--- config.mk ---
export PLATFORM = sky130hd
export DESIGN_NAME = dr_alm_dot_acc
export DESIGN_NICKNAME = d
export VERILOG_FILES = /design/src/rtl/dr_alm_dot_acc.sv
export SDC_FILE = /design/constraint.sdc
export NUM_CORES = 1
export LEC_CHECK = 0
export ABC_AREA = 0
export CORE_AREA = 2 2 123 125
export CTS_CLUSTER_SIZE = 10
export DETAILED_ROUTE_END_ITERATION = 8
export DIE_AREA = 0 0 125 127
export SYNTH_ARGS = -nofsm -noshare
export SYNTH_HDL_FRONTEND = slang
export SYNTH_SLANG_ARGS = --single-unit
export TNS_END_PERCENT = 20
--- constraint.sdc ---
create_clock -name i_clk -period 5.3 [get_ports i_clk]
set_input_delay 1.325 -clock i_clk [delete_from_list [all_inputs] [get_ports i_clk]]
set_output_delay 1.325 -clock i_clk [all_outputs]
set_load 0.02 [all_outputs]
--- src/rtl/dr_alm_dot_acc.sv ---
// Signed dot-product accumulator behind an approximate log multiplier.
// It counts a fixed number of product transfers, saturates the running sum and holds the result until it is accepted.
module dr_alm_dot_acc #(
    parameter int unsigned WIDTH     = 16,
    parameter int unsigned ACC_WIDTH = 40,
    parameter int unsigned LEN_WIDTH = 8
) (
    input  logic                   i_clk,
    input  logic                   i_rst,
    input  logic                   i_start,
    input  logic [LEN_WIDTH-1:0]   i_len,
    input  logic                   i_prod_valid,
    input  logic [2*WIDTH-1:0]     i_prod,
    output logic                   o_prod_ready,
    output logic                   o_acc_valid,
    output logic [ACC_WIDTH-1:0]   o_acc,
    output logic                   o_sat,
    input  logic                   i_acc_ready,
    output logic                   o_busy
);

    localparam int unsigned PW  = 2 * WIDTH;
    localparam int unsigned SW  = ACC_WIDTH + 1;
    localparam int unsigned EXT = SW - PW;

    typedef enum logic [1:0] {
        IDLE  = 2'd0,
        ACCUM = 2'd1,
        DONE  = 2'd2
    } state_t;

    state_t                 state_q, state_d;
    logic [ACC_WIDTH-1:0]   acc_q, acc_d;
    logic [LEN_WIDTH-1:0]   cnt_q, cnt_d;
    logic                   sat_q, sat_d;
    logic                   ready_q, valid_q, busy_q;

    logic [SW-1:0]          sum_c;
    logic                   ovf_c;
    logic [ACC_WIDTH-1:0]   rail_c;

    // One guard bit above the accumulator catches overflow; the rail follows the sign of the true sum.
    assign sum_c  = {acc_q[ACC_WIDTH-1], acc_q} + {{EXT{i_prod[PW-1]}}, i_prod};
    assign ovf_c  = sum_c[SW-1] ^ sum_c[SW-2];
    assign rail_c = sum_c[SW-1] ? {1'b1, {(ACC_WIDTH-1){1'b0}}}
                                : {1'b0, {(ACC_WIDTH-1){1'b1}}};

    always_comb begin
        state_d = state_q;
        acc_d   = acc_q;
        cnt_d   = cnt_q;
        sat_d   = sat_q;
        case (state_q)
            IDLE: begin
                if (i_start) begin
                    acc_d   = '0;
                    sat_d   = 1'b0;
                    cnt_d   = i_len;
                    state_d = (i_len == '0) ? DONE : ACCUM;
                end
            end
            ACCUM: begin
                if (i_prod_valid) begin
                    acc_d = ovf_c ? rail_c : sum_c[ACC_WIDTH-1:0];
                    sat_d = sat_q | ovf_c;
                    cnt_d = cnt_q - LEN_WIDTH'(1);
                    if (cnt_q == LEN_WIDTH'(1)) begin
                        state_d = DONE;
                    end
                end
            end
            DONE: begin
                if (i_acc_ready) begin
                    state_d = IDLE;
                end
            end
            default: state_d = IDLE;
        endcase
    end

    // Handshake flags are registered from the next state so no input reaches an output combinationally.
    always_ff @(posedge i_clk or posedge i_rst) begin
        if (i_rst) begin
            state_q <= IDLE;
            acc_q   <= '0;
            cnt_q   <= '0;
            sat_q   <= 1'b0;
            ready_q <= 1'b0;
            valid_q <= 1'b0;
            busy_q  <= 1'b0;
        end else begin
            state_q <= state_d;
            acc_q   <= acc_d;
            cnt_q   <= cnt_d;
            sat_q   <= sat_d;
            ready_q <= (state_d == ACCUM);
            valid_q <= (state_d == DONE);
            busy_q  <= (state_d != IDLE);
        end
    end

    assign o_prod_ready = ready_q;
    assign o_acc_valid  = valid_q;
    assign o_acc        = acc_q;
    assign o_sat        = sat_q;
    assign o_busy       = busy_q;

endmodule

==> impl_metrics.ini <==
[status]
status = completed

[layout]
final_common_cell = clkdlybuf4s50_1
num-fill-cells = 1459
final_cell_mix = 88 x clkdlybuf4s50_1, 82 x a21oi_1, 66 x nand2_1
num_antenna_cells = 0
nets = 748
area_delta_synth_final_pct = 23.0
final_util = 0.429
drive_above_1_share = 0.0968

[floorplanning]
die-height_microns = 127
dieWidth_microns = 125
ios = 89
core_sq_um = 14400
start_util = 0.349
die-area_sq_um = 15900
rows = 44

[synthesis]
synth-compound-area-share = 0.362
syn-num-nets = 674
synth_cells = 586
synth-edff-count = 0
yosys.area_share.simple = 0.143
synthArstFlopShare = 1.00
synth_top_family_by_area = compound AO/OA/AOI/OAI gates
yosys_warnings = 0
synth_xor_area_frac = 0.0612
synth_flop_cell = dfrtp_1
syn_area_sq_um = 5030
ys_seq_area_frac = 0.269
ys_types = 68
synth_adder_area_share = 0.108
syn-mean-instance-area_sq_um = 8.59
ys_seq_elements = 54
muxShareOfSynthArea = 0.00846

[timing]
fin_worst_skew_ns = 0.00331
fin_crit_sh = 0.861
drv_slew = 0
relSlewSlack = 0.514
rsz0062_at_grt = no
fin_crit_ns = 4.56
setup_tns_ns = 0
hold_viol_final = 0
setup_ws_ns = 0.736
fmax_mhz = 219
setup_violations = 0
tightest_slew_ns = 0.728

[worst_hold_path]
hold_depth = 2
hold_path_class = flip-flop to flip-flop

[global_route]
antenna_found_initial = 0
grt_max_degree = 55
grt_pass1_wl_mm = 22.9
grt_use_total = 0.174
grt_pass1_vias = 4673
overflow = 0

[clock_network]
cts_inserted_buffers = 5
cts_root_buf = clkbuf_16
clkTransAtPathRegs_ns = 0.07
post_cts_buffers = 0
cts_tree = yes
cts_sinks = 54
cts.repair.resized = 0
hold_buffers = 0
clock_latency_ns = 0.30
htreeDepth = 2
cts_buffer_depth = 2

[power]
cellPowerDensity_nw_per_um2 = 715
leakagePower_nw = 2.57
power_mw = 4.42
ir_worst_vdd_v = 0.000305

[placed_design]
hpwl_mm = 10.3
place_congestion = 0.926
pre_cts_ws_ns = 0.409
io_buffer_count = 88

[setup_path]
path_class = primary input to flip-flop
crit_required_ns = 5.46
startpoint_type = primary input
path_max_fanout = 19
rr_worst_depth = 12
arrival_ns = 4.73
endpoint_kind = flip-flop

[detailed_routing]
routed_wl_mm = 13.7
drc = 0
num_vias = 4716
drt_first_pass_iters = 4
first_iter_violations = 248
via_per_inst = 5.58
wl_per_cell_microns = 16.2
ant_nets = 0

[flow_run]
maxCapViolCount = 0
worst paths after layout:
check,end,start,slack (ns)
max,o_acc[29],i_prod[0],0.74
min,cnt_q[4],cnt_q[4],0.52
max reg2reg,o_acc[29],o_acc[0],1.79
min reg2reg,cnt_q[4],cnt_q[4],0.52
max in group asynchronous,o_acc[15],i_rst,3.28
min in group asynchronous,o_acc[35],i_rst,1.54
synth_stat cells (4+ instances only):
cell type / count / area (sq um)
inv_1: 18 / 67.6
a211oi_1: 7 / 52.6
o21ai_0: 33 / 165
o21bai_1: 10 / 75.1
a21o_1: 21 / 158
nand4_1: 4 / 25.0
o21ai_1: 7 / 35.0
a211oi_2: 4 / 50.1
nor2_1: 34 / 128
o21a_1: 8 / 60.1
nand2b_1: 7 / 43.8
a22oi_1: 4 / 30.0
xor2_1: 11 / 96.3
dfrtp_1: 54 / 1350
nand2_1: 66 / 248
o31a_1: 4 / 35.0
a21oi_1: 82 / 410
clkbuf_1: 18 / 67.6
a22oi_2: 30 / 375
buf_6: 4 / 45.0
and3_1: 5 / 31.3
nor3b_1: 5 / 37.5
xnor2_1: 21 / 184
a31oi_1: 8 / 50.1
ha_1: 42 / 526
nor3_1: 9 / 45.0
nand3_1: 6 / 30.0
routing by layer:
| metal | track usage | wire length, microns | vias to the layer above | part of all wire |
|---|---|---|---|---|
| met3 | 0.0209 | 483 | 18 | 0.035 |
| met4 | 0.0673 | 328 | 0 | 0.024 |
| met5 | 0 | 0 | - | 0 |
| met1 | 0.229 | 6400 | 2257 | 0.47 |
| met2 | 0.293 | 6460 | 115 | 0.47 |
| li1 | - | - | 2326 | - |
critical path: stages:
cell and delay [ns]:
clkdlybuf4s50_1 0.44, ha_1 0.26, fa_1 0.44, a211oi_2 0.23, o2111ai_1 0.16, a211oi_2 0.43, o31ai_4 0.18, o21ai_4 0.24
o21ai_1 0.11, a21o_4 0.26, xnor2_4 0.14, buf_4 0.33, a32oi_1 0.16
registers in the layout, indices dropped and copies added, names as in the netlist:
register	flops
o_acc	40
cnt_q	8
state_q	2
o_acc_valid	1
o_busy	1
o_prod_ready	1
o_sat	1
area by class of cell:
type / count / area (sq um) / share of cell area
Clock buffer: 7 / 133 / 0.0214
Inverter: 18 / 67.6 / 0.0109
Sequential cell: 54 / 1350 / 0.218
Timing Repair Buffer: 95 / 933 / 0.151
Clock inverter: 1 / 30.0 / 0.00485
Tap cell: 184 / 230 / 0.0372
Multi-Input combinational cell: 486 / 3440 / 0.556
per-stage QoR:
stage | std cells | hold slack [ns] | area, sq um
2_1_floorplan | 586 | 0.470 | 5030
3_3_place_gp | 837 | 0.491 | 6020
3_5_place_dp | 837 | 0.504 | 6020
4_1_cts | 845 | 0.526 | 6190
5_1_grt | 845 | 0.553 | 6190
6_report | 845 | 0.515 | 6190
kinds of logic after synthesis:
family	count (synthesis)
DFF	54
adders and majority gates	43
AOI/OAI and AO/OA	251
muxes	4
xor gates and xnor gates	33
and+or+nand+nor	155
buffers and inverters	46
power by group:
| part | switching, mW | internal [mW] |
|---|---|---|
| logic | 1.81 | 1.39 |
| registers | 0.213 | 0.619 |
| clock network | 0.161 | 0.224 |
| total | 2.19 | 2.23 |
(Power assumes the default switching activity.)
